<file path="config.mk">
export PLATFORM = sky130hd
export DESIGN_NAME = ddr_wr_arbiter_flat
export DESIGN_NICKNAME = d
export VERILOG_FILES = /design/src/rtl/ddr_ctrl_pkg.sv /design/src/rtl/ddr_wr_arbiter_if.sv /design/src/rtl/frame_addr_gen.sv /design/src/rtl/ddr_wr_arbiter.sv /design/src/flat_wrapper.sv
export SDC_FILE = /design/constraint.sdc
export NUM_CORES = 1
export LEC_CHECK = 0
export ABC_AREA = 1
export BUFFER_PORTS_ARGS = -buffer_cell sky130_fd_sc_hd__buf_2
export CORE_AREA = 2 2 327 329
export DETAILED_ROUTE_END_ITERATION = 7
export DIE_AREA = 0 0 329 331
export SLEW_MARGIN = 20
export SYNTH_ARGS = -nofsm -noshare
export SYNTH_HDL_FRONTEND = slang
export SYNTH_SLANG_ARGS = --single-unit
</file>
<file path="constraint.sdc">
create_clock -name clk -period 4.6 [get_ports clk]
set_input_delay 0.23 -clock clk [delete_from_list [all_inputs] [get_ports clk]]
set_output_delay 0.23 -clock clk [all_outputs]
set_load 0.1 [all_outputs]
</file>
<file path="src/rtl/ddr_ctrl_pkg.sv">
// Shared definitions for the DDR write/read burst schedulers.
//   ADDR_W           : byte-address width of the frame buffers
//   sched_state_t    : scheduler FSM encoding (IDLE / START / BURST)
//   calc_burst_bytes : bytes moved by one burst of (burst_len+1) beats
package ddr_ctrl_pkg;

  localparam int ADDR_W = 29;

  typedef enum logic [1:0] {
    ST_IDLE  = 2'd0,
    ST_START = 2'd1,
    ST_BURST = 2'd2
  } sched_state_t;

  function automatic logic [ADDR_W-1:0] calc_burst_bytes(input int burst_len, input int axi_width);
    int bytes;
    bytes = (burst_len + 1) * axi_width / 8;
    return bytes[ADDR_W-1:0];
  endfunction

endpackage

</file>
<file path="src/rtl/ddr_wr_arbiter_if.sv">
// Command/data bus between the write scheduler and the AXI4 write master.
//   wr_ready    : master idle, may accept a burst request
//   wr_done     : master burst-complete pulse
//   w_handshake : master accepted one W beat this cycle
//   wr_start    : burst request pulse
//   wr_addr     : burst byte address
//   wr_len      : burst awlen
//   wr_data     : W data presented to the master
// Modport master = scheduler side, slave = write-master side.
interface ddr_wr_arbiter_if #(
  parameter int AXI_WIDTH = 256
) ();

  logic                              wr_ready;
  logic                              wr_done;
  logic                              w_handshake;
  logic                              wr_start;
  logic [ddr_ctrl_pkg::ADDR_W-1:0]   wr_addr;
  logic [7:0]                        wr_len;
  logic [AXI_WIDTH-1:0]              wr_data;

  modport master (
    input  wr_ready, wr_done, w_handshake,
    output wr_start, wr_addr, wr_len, wr_data
  );

  modport slave (
    output wr_ready, wr_done, w_handshake,
    input  wr_start, wr_addr, wr_len, wr_data
  );

endinterface

</file>
<file path="src/rtl/frame_addr_gen.sv">
// Per-channel frame-buffer address pointer.
//   clk, rst_n : clock, asynchronous active-low reset
//   frame_rst  : pulse, re-base the pointer to BASE
//   active     : this channel currently owns a burst
//   done       : burst of this channel completed this cycle
//   ptr        : byte address for the next burst of this channel
// The pointer advances by STEP on each completed burst and wraps to BASE at
// the end of the frame. A frame reset during an owned burst is deferred to
// that burst's completion so the burst finishes at its original address.
module frame_addr_gen
  import ddr_ctrl_pkg::*;
#(
  parameter logic [ADDR_W-1:0] BASE        = '0,
  parameter logic [ADDR_W-1:0] FRAME_BYTES = 29'h018_0000,
  parameter logic [ADDR_W-1:0] STEP        = 29'h000_0400
) (
  input  logic              clk,
  input  logic              rst_n,
  input  logic              frame_rst,
  input  logic              active,
  input  logic              done,
  output logic [ADDR_W-1:0] ptr
);

  localparam logic [ADDR_W-1:0] FRAME_END = BASE + FRAME_BYTES;

  logic [ADDR_W-1:0] ptr_next;
  logic              rst_pend;

  assign ptr_next = ptr + STEP;

  always_ff @(posedge clk or negedge rst_n) begin
    if (!rst_n) begin
      ptr      <= BASE;
      rst_pend <= 1'b0;
    end else if (done) begin
      // A frame reset (pending or arriving now) overrides the increment.
      if (frame_rst || rst_pend || (ptr_next >= FRAME_END)) begin
        ptr <= BASE;
      end else begin
        ptr <= ptr_next;
      end
      rst_pend <= 1'b0;
    end else if (frame_rst) begin
      if (active) begin
        rst_pend <= 1'b1;
      end else begin
        ptr <= BASE;
      end
    end
  end

endmodule

</file>
<file path="src/rtl/ddr_wr_arbiter.sv">
// Two-channel round-robin write scheduler in front of the AXI4 write master.
//   clk, rst_n          : clock, asynchronous active-low reset
//   enable              : allow new grants
//   chN_fifo_cnt        : words available in camera FIFO N
//   chN_fifo_dout       : FWFT head word of FIFO N
//   chN_fifo_rd_en      : pop FIFO N (one per accepted W beat)
//   chN_frame_rst       : pulse, re-base channel N frame pointer
//   wr_bus (master)     : burst command / data bus to the write master
//   grant               : one-hot owning channel, 00 when idle
//   beat_err            : sticky, a burst saw a beat count other than BURST_LEN+1
module ddr_wr_arbiter
  import ddr_ctrl_pkg::*;
#(
  parameter int                AXI_WIDTH   = 256,
  parameter int                FIFO_CNT_W  = 10,
  parameter logic [7:0]        BURST_LEN   = 8'd31,
  parameter logic [ADDR_W-1:0] CH0_BASE    = 29'h000_0000,
  parameter logic [ADDR_W-1:0] CH1_BASE    = 29'h100_0000,
  parameter logic [ADDR_W-1:0] FRAME_BYTES = 29'h018_0000
) (
  input  logic                  clk,
  input  logic                  rst_n,
  input  logic                  enable,
  input  logic [FIFO_CNT_W-1:0] ch0_fifo_cnt,
  input  logic [AXI_WIDTH-1:0]  ch0_fifo_dout,
  output logic                  ch0_fifo_rd_en,
  input  logic                  ch0_frame_rst,
  input  logic [FIFO_CNT_W-1:0] ch1_fifo_cnt,
  input  logic [AXI_WIDTH-1:0]  ch1_fifo_dout,
  output logic                  ch1_fifo_rd_en,
  input  logic                  ch1_frame_rst,
  ddr_wr_arbiter_if.master      wr_bus,
  output logic [1:0]            grant,
  output logic                  beat_err
);

  localparam logic [ADDR_W-1:0]     BURST_BYTES = calc_burst_bytes(int'(BURST_LEN), AXI_WIDTH);
  localparam logic [FIFO_CNT_W:0]   REQ_LVL     = (FIFO_CNT_W+1)'(int'(BURST_LEN) + 1);
  localparam logic [8:0]            BEATS       = 9'(int'(BURST_LEN) + 1);

  sched_state_t      state;
  logic              last_ch1;
  logic [8:0]        beat_cnt;
  logic [8:0]        beat_total;
  logic              req0;
  logic              req1;
  logic              pick_ch1;
  logic              in_burst;
  logic              done0;
  logic              done1;
  logic [ADDR_W-1:0] ptr0;
  logic [ADDR_W-1:0] ptr1;

  assign req0     = {1'b0, ch0_fifo_cnt} >= REQ_LVL;
  assign req1     = {1'b0, ch1_fifo_cnt} >= REQ_LVL;
  // Alternate when both request; otherwise serve whoever asks.
  assign pick_ch1 = req1 & (~req0 | ~last_ch1);
  assign in_burst = (state == ST_BURST);
  assign done0    = wr_bus.wr_done & in_burst & grant[0];
  assign done1    = wr_bus.wr_done & in_burst & grant[1];
  // A beat accepted in the completion cycle still belongs to this burst.
  assign beat_total = beat_cnt + {8'd0, wr_bus.w_handshake};

  frame_addr_gen #(
    .BASE        (CH0_BASE),
    .FRAME_BYTES (FRAME_BYTES),
    .STEP        (BURST_BYTES)
  ) u_ch0_addr (
    .clk       (clk),
    .rst_n     (rst_n),
    .frame_rst (ch0_frame_rst),
    .active    (grant[0]),
    .done      (done0),
    .ptr       (ptr0)
  );

  frame_addr_gen #(
    .BASE        (CH1_BASE),
    .FRAME_BYTES (FRAME_BYTES),
    .STEP        (BURST_BYTES)
  ) u_ch1_addr (
    .clk       (clk),
    .rst_n     (rst_n),
    .frame_rst (ch1_frame_rst),
    .active    (grant[1]),
    .done      (done1),
    .ptr       (ptr1)
  );

  always_ff @(posedge clk or negedge rst_n) begin
    if (!rst_n) begin
      state           <= ST_IDLE;
      grant           <= 2'b00;
      last_ch1        <= 1'b1;
      beat_cnt        <= '0;
      beat_err        <= 1'b0;
      wr_bus.wr_start <= 1'b0;
      wr_bus.wr_addr  <= '0;
    end else begin
      wr_bus.wr_start <= 1'b0;
      case (state)
        ST_IDLE: begin
          if (enable && wr_bus.wr_ready && (req0 || req1)) begin
            grant          <= pick_ch1 ? 2'b10 : 2'b01;
            wr_bus.wr_addr <= pick_ch1 ? ptr1 : ptr0;
            state          <= ST_START;
          end
        end
        ST_START: begin
          wr_bus.wr_start <= 1'b1;
          beat_cnt        <= '0;
          state           <= ST_BURST;
        end
        ST_BURST: begin
          if (wr_bus.w_handshake) begin
            beat_cnt <= beat_cnt + 9'd1;
          end
          if (wr_bus.wr_done) begin
            if (beat_total != BEATS) begin
              beat_err <= 1'b1;
            end
            last_ch1 <= grant[1];
            grant    <= 2'b00;
            state    <= ST_IDLE;
          end
        end
        default: state <= ST_IDLE;
      endcase
    end
  end

  assign wr_bus.wr_len  = BURST_LEN;
  assign wr_bus.wr_data = grant[0] ? ch0_fifo_dout : ch1_fifo_dout;
  assign ch0_fifo_rd_en = wr_bus.w_handshake & grant[0] & in_burst;
  assign ch1_fifo_rd_en = wr_bus.w_handshake & grant[1] & in_burst;

endmodule

</file>
<file path="src/flat_wrapper.sv">
// flat-port wrapper written by rule: the top's interface ports become plain ports
module ddr_wr_arbiter_flat import ddr_ctrl_pkg::*;
#(
  parameter int                AXI_WIDTH   = 256,
  parameter int                FIFO_CNT_W  = 10,
  parameter logic [7:0]        BURST_LEN   = 8'd31,
  parameter logic [ADDR_W-1:0] CH0_BASE    = 29'h000_0000,
  parameter logic [ADDR_W-1:0] CH1_BASE    = 29'h100_0000,
  parameter logic [ADDR_W-1:0] FRAME_BYTES = 29'h018_0000
)
  (clk, rst_n, enable, ch0_fifo_cnt, ch0_fifo_dout, ch0_fifo_rd_en, ch0_frame_rst, ch1_fifo_cnt, ch1_fifo_dout, ch1_fifo_rd_en, ch1_frame_rst, grant, beat_err, wr_bus_wr_ready, wr_bus_wr_done, wr_bus_w_handshake, wr_bus_wr_start, wr_bus_wr_addr, wr_bus_wr_len, wr_bus_wr_data);
  ddr_wr_arbiter_if #(.AXI_WIDTH(AXI_WIDTH)) wr_bus_i ();
  input  logic clk;
  input  logic rst_n;
  input  logic enable;
  input  logic [FIFO_CNT_W-1:0] ch0_fifo_cnt;
  input  logic [AXI_WIDTH-1:0] ch0_fifo_dout;
  output logic ch0_fifo_rd_en;
  input  logic ch0_frame_rst;
  input  logic [FIFO_CNT_W-1:0] ch1_fifo_cnt;
  input  logic [AXI_WIDTH-1:0] ch1_fifo_dout;
  output logic ch1_fifo_rd_en;
  input  logic ch1_frame_rst;
  output logic [1:0] grant;
  output logic beat_err;
  input wire logic [$bits(wr_bus_i.wr_ready)-1:0] wr_bus_wr_ready;
  input wire logic [$bits(wr_bus_i.wr_done)-1:0] wr_bus_wr_done;
  input wire logic [$bits(wr_bus_i.w_handshake)-1:0] wr_bus_w_handshake;
  output wire logic [$bits(wr_bus_i.wr_start)-1:0] wr_bus_wr_start;
  output wire logic [$bits(wr_bus_i.wr_addr)-1:0] wr_bus_wr_addr;
  output wire logic [$bits(wr_bus_i.wr_len)-1:0] wr_bus_wr_len;
  output wire logic [$bits(wr_bus_i.wr_data)-1:0] wr_bus_wr_data;
  assign wr_bus_i.wr_ready = wr_bus_wr_ready;
  assign wr_bus_i.wr_done = wr_bus_wr_done;
  assign wr_bus_i.w_handshake = wr_bus_w_handshake;
  assign wr_bus_wr_start = wr_bus_i.wr_start;
  assign wr_bus_wr_addr = wr_bus_i.wr_addr;
  assign wr_bus_wr_len = wr_bus_i.wr_len;
  assign wr_bus_wr_data = wr_bus_i.wr_data;
  ddr_wr_arbiter #(.AXI_WIDTH(AXI_WIDTH), .FIFO_CNT_W(FIFO_CNT_W), .BURST_LEN(BURST_LEN), .CH0_BASE(CH0_BASE), .CH1_BASE(CH1_BASE), .FRAME_BYTES(FRAME_BYTES)) u_core (.clk(clk), .rst_n(rst_n), .enable(enable), .ch0_fifo_cnt(ch0_fifo_cnt), .ch0_fifo_dout(ch0_fifo_dout), .ch0_fifo_rd_en(ch0_fifo_rd_en), .ch0_frame_rst(ch0_frame_rst), .ch1_fifo_cnt(ch1_fifo_cnt), .ch1_fifo_dout(ch1_fifo_dout), .ch1_fifo_rd_en(ch1_fifo_rd_en), .ch1_frame_rst(ch1_frame_rst), .wr_bus(wr_bus_i), .grant(grant), .beat_err(beat_err));
endmodule
</file>
==> Yosys cells after proc, flatten, opt, wreduce, memory -nomap -nowiden <==
Index checks and enable logic that the tools add are counted.
W data, S select, Z words.
{ "word_totals": {"wordCells": 87, "out_inout_bits": 299, "input_bits": 540, "reg_bits": 105} }
{ "classes": {"n_reduce_logical": 24, "n_eq_ne": 8, "muxes": 25, "bitwise_logic": 11, "addsub": 4, "order_cmp": 4} }
{ "op_table": {"columns": ["op", "n"], "rows": [
  ["$mux W29", 9],
  ["$mux W256", 1],
  ["$add A29 B11 Y29 const B", 2],
  ["$ge A29 B21 Y1 const B", 1],
  ["$ge A29 B25 Y1 const B", 1],
  ["$ge A10 B6 Y1 const B", 2],
  ["$pmux W9 S2", 1],
  ["$reduce_and A2 Y1", 8],
  ["$reduce_bool A2 Y1", 6],
  ["$add A9 B1 Y9", 1],
  ["$add A9 B1 Y9 const B", 1],
  ["$mux W9", 1],
  ["$ne A9 B6 Y1 const B", 1],
  ["$and A1 B1 Y1", 8],
  ["$mux W2", 4],
  ["$ne A2 B2 Y1 const B", 4],
  ["$mux W1", 7],
  ["$pmux W2 S3", 1],
  ["$reduce_and A3 Y1", 2],
  ["$logic_or A1 B1 Y1", 5],
  ["$pmux W2 S2", 1],
  ["$eq A2 B1 Y1 const B", 1],
  ["$eq A2 B2 Y1 const B", 1],
  ["$logic_and A1 B1 Y1", 2],
  ["4 further kinds", 5]
]} }

==> Longest topological paths before layout <==
{ "logic_depth": {"depth_word": 7, "mapped_depth": 13, "mapped_depth_nobuf": 12} }

==> By module <==
From an unflattened synthesis, not the netlist that was laid out.
{ "hier_totals": {"hier_cells": 1619, "area_unflattened_um2": 8670.8} }
{ "by_module_without_submodules": {"columns": ["module", "area_each_um2", "seq_area_each_um2", "n_inst", "cells_per_inst"], "rows": [
  ["ddr_wr_arbiter", 5684.2, 1127.3, 1, 1187],
  ["frame_addr_gen at u_core.u_ch1_addr", 1554.0, 501.7, 1, 223],
  ["frame_addr_gen at u_core.u_ch0_addr", 1432.6, 500.5, 1, 209]
]} }

==> Least setup slack after synthesis <==
No wires, ideal clock.
{ "synth_path": {"path_type": "register to output", "from": "register u_core.grant[0]", "to": "output ch0_fifo_rd_en", "arrival_time_ps": 2101, "path_slack_ps": 2269, "path_buffers": 2, "path_stages_with_launch": 5, "t_required_ps": 4370, "path_cell_list": "dfrtp_1 -> clkbuf_1 -> inv_2 -> clkbuf_1 -> nor2_1"} }
{ "synth_via": {"elab_chain_cells": 2} }
{ "synth_rtl": {"columns": ["item", "line_no", "source"], "rows": [
  ["start: declaration", "ddr_wr_arbiter.sv:33", "output logic [1:0] grant,"],
  ["start signal: assignment", "ddr_wr_arbiter.sv:104", "grant <= pick_ch1 ? 2'b10 : 2'b01;"],
  ["$and A1 B1 Y1 (2 in series)", "ddr_wr_arbiter.sv:134", "assign ch0_fifo_rd_en = wr_bus.w_handshake & grant[0] & in_burst;"],
  ["end: declaration", "flat_wrapper.sv:18", "output logic ch0_fifo_rd_en;"]
]} }
No other way between the ends.

==> Worst setup path after layout <==
{ "layout_path": {"from": "register u_core.grant[0]", "to": "output wr_bus_wr_data[49]"} }
{ "layout_via": {"elab_chain_cells": 1} }
{ "layout_rtl": {"columns": ["item", "line_no", "source"], "rows": [
  ["$mux W256", "ddr_wr_arbiter.sv:133", "assign wr_bus.wr_data = grant[0] ? ch0_fifo_dout : ch1_fifo_dout;"],
  ["end: declaration", "flat_wrapper.sv:32", "output wire logic [$bits(wr_bus_i.wr_data)-1:0] wr_bus_wr_data;"]
]} }
No other way between the ends.

==> flow_summary.json <==
{
  "outcome": "completed",
  "start_kind": "flop",
  "fin_crit_ps": 3071,
  "ctsRootBufferMaster": "clkbuf_16",
  "cp-startpoint": "u_core.grant[0]",
  "num_io_pins": 839,
  "ys_top_cells_by_area": "nand2_1, dfrtp_1, nor2_1",
  "synthMuxAreaShare_pct": 0,
  "wirelength_um": 94870,
  "synth_edf_count": 0,
  "grt-ovfl-total": 0,
  "cts_tree": "done",
  "p_sw_mw": 8.544,
  "numCtsBuffers": 9,
  "dieArea_mm2": 0.1089,
  "ys_ff_latch": 75,
  "gp_congestion": 0.9375,
  "yosysSeqAreaShare_pct": 24.14,
  "rrSetupSlack_ps": 1920,
  "wl_per_cell_um": 26.03,
  "die_x_um": 329,
  "mostFrequentLayoutCells": "nand2_1, buf_2, nor2_1, dfrtp_1, inv_1",
  "core-area_mm2": 0.1050,
  "ir_worst_vdd_mv": 0.4659,
  "grt_pass1_vias": 10678,
  "tightestPinTransition_ps": 928.3,
  "start_util_pct": 7.416,
  "area_growth_pct": 75.68,
  "yosys.area.top_type_share_pct": 46.09,
  "holdPathStages": 2,
  "yosys.area.top_type": "nand2_1",
  "grt_pass1_wl_um": 112900,
  "vias": 12727,
  "maxSlewViolCount": 0,
  "min_path_type": "in2reg",
  "antenna_found_initial": 149,
  "p_per_area_mw_per_mm2": 785.0,
  "fill_cells": 12506,
  "cp.required_ps": 4370,
  "port_buffers": 810,
  "critPathCaptureType": "primary output",
  "synth_fa_ha_area_share_pct": 1.125,
  "clkLatencyLatePin_ps": 350,
  "final_common_cell": "nand2_1",
  "reg2reg_from": "u_core.grant[0]",
  "power_leakage_nw": 7.783,
  "async_flop_share_pct": 100.0,
  "hold_violations": 0,
  "dieHeight_um": 331,
  "synth-xor-area-share_pct": 0.8840,
  "vias_per_cell": 3.493,
  "syn-cell-area_mm2": 0.007785,
  "critical_path_class": "reg2out",
  "max_freq_ghz": 0.3256,
  "ant_nets": 0,
  "drc": 0,
  "hold_path_startpoint": "wr_bus_wr_done",
  "yosys_warnings": 0,
  "netlist_instances": 1465,
  "clk_pin_slew_ps": 70,
  "cts.path.max_buffers": 2,
  "p_seq_share_pct": 7.2,
  "maxCapViolCount": 0,
  "tns_ps": 0,
  "synth-simple-area-share_pct": 60.06,
  "finalCritPeriodShare_pct": 66.77,
  "dr.pass1.iters": 5,
  "hold_end": "u_core.state[1]",
  "grt_usage_pct": 16.32,
  "finalClockSkew_ps": 12.97,
  "critPathArrivalTime_ps": 2840,
  "drive_above_1_share_pct": 39.29,
  "drt_iter0_markers": 954,
  "slew_headroom_pct": 37.88,
  "nets": 2769,
  "reg2reg_to": "u_core.u_ch0_addr.ptr[13]",
  "fin_area_mm2": 0.01368,
  "synth_top_family_by_area": "simple AND/OR/NAND/NOR gates",
  "postSynthAreaPerCell_um2": 5.314,
  "path_max_fanout": 98,
  "power_frac_comb_pct": 85.9,
  "place_area_mm2": 0.01330,
  "synth-compound-area-share_pct": 4.323,
  "dp_hpwl_um": 86720,
  "p_clk_share_pct": 6.9,
  "switching_share_pct": 79.57,
  "clock_sinks": 75,
  "ff2ff_path_depth": 7,
  "p_int_mw": 2.193,
  "grt_max_degree": 99,
  "yosys.cell_types.count": 40,
  "setup_viol": 0,
  "synth_flop_cell": "dfrtp_1",
  "rsz0062_at_grt": "false",
  "cts_htree_levels": 3,
  "rows": 119
}
[critical path, cell delays in order, from the launching register on]
cell and delay, ps:
dfrtp_4 650, inv_8 500, buf_4 550, nand2_1 90
nand2_1 170, buf_2 460
[power groups by stage]
stage / clock network, mW / registers [mW] / logic [mW]
global route: 0.783 / 0.789 / 9.52
CTS: 0.753 / 0.781 / 9.29
detailed placement: 0 / 0.794 / 9.28
floorplan: 0 / 0.837 / 6.91
finish: 0.739 / 0.776 / 9.22
global placement: 0 / 0.793 / 9.27
[routing by layer]
layer | vias up | global-route usage (%) | wire (µm)
li1 | 6005 | - | -
met5 | - | 0 | 856
met2 | 662 | 25.60 | 42500
met3 | 321 | 12.37 | 15840
met4 | 134 | 4.834 | 3622
met1 | 5605 | 16.91 | 32040
[worst max-delay path by stage]
stage | end | slack, ps | depth (start not counted)
floorplan | ch0_fifo_rd_en | 2270 | 4
global placement | u_core.wr_bus.wr_addr[28] | 1830 | 8
detailed placement | u_core.u_ch0_addr.ptr[18] | 1830 | 7
CTS | wr_bus_wr_data[49] | 1460 | 5
global route | wr_bus_wr_data[49] | 1330 | 5
finish | wr_bus_wr_data[49] | 1530 | 5
[cell usage after synthesis, types with 11 or more instances]
cell type	n
o221ai_1	14
nand3_1	40
inv_1	71
nand3_2	13
nand2_1	956
nor3_1	11
nand4_1	26
o21ai_0	17
clkbuf_1	58
buf_4	21
nor2_1	84
dfrtp_1	73
a21oi_1	11
[state kept, by name (all words and copies together), names as in the netlist]
signal,count
u_core.wr_bus.wr_addr,19
u_core.u_ch1_addr.rst_pend,1
u_core.u_ch0_addr.rst_pend,1
u_core.wr_bus.wr_start,1
u_core.state,2
u_core.grant,2
u_core.beat_cnt,9
u_core.beat_err,1
u_core.u_ch1_addr.ptr,19
u_core.last_ch1,1
u_core.u_ch0_addr.ptr,19
[stage by stage]
stage / util (%) / hold slack [ps] / total power, mW / instances / setup slack (ps)
floorplan: - / -65.59 / 7.749 / 1481 / 2269
global placement: 12.67 / 267.0 / 10.07 / 3601 / 1830
detailed placement: 12.67 / 273.9 / 10.08 / 3601 / 1829
CTS: 12.97 / 124.1 / 10.82 / 3618 / 1461
global route: 12.99 / 126.1 / 11.09 / 3627 / 1330
finish: 13.03 / 124.4 / 10.74 / 3644 / 1529
[repair_timing]
action	4_1_cts	5_1_grt
setup buffers	0	0
hold endpoints to repair	20	0
hold buffers	1	0
resized for setup	0	0
[area by class of cell]
type | instances | area (µm²) | share of cell area (%)
diodes | 26 | 65.06 | 0.4757
clock buffers | 10 | 229.0 | 1.674
clock inverters | 6 | 73.82 | 0.5397
inverters | 74 | 285.3 | 2.086
multi-input cells | 1241 | 5236 | 38.29
flip-flops and latches | 75 | 1883 | 13.77
well taps | 1391 | 1740 | 12.73
repair buffers | 821 | 4164 | 30.45
[logic make-up after synthesis]
family | count (synthesis)
DFF | 75
and+or+nand+nor | 1157
adders and majority gates | 7
AOI/OAI and AO/OA | 52
xor gates and xnor gates | 7
buffers and inverters | 165
other | 2
Note: power is estimated with default switching activity, not from simulation.
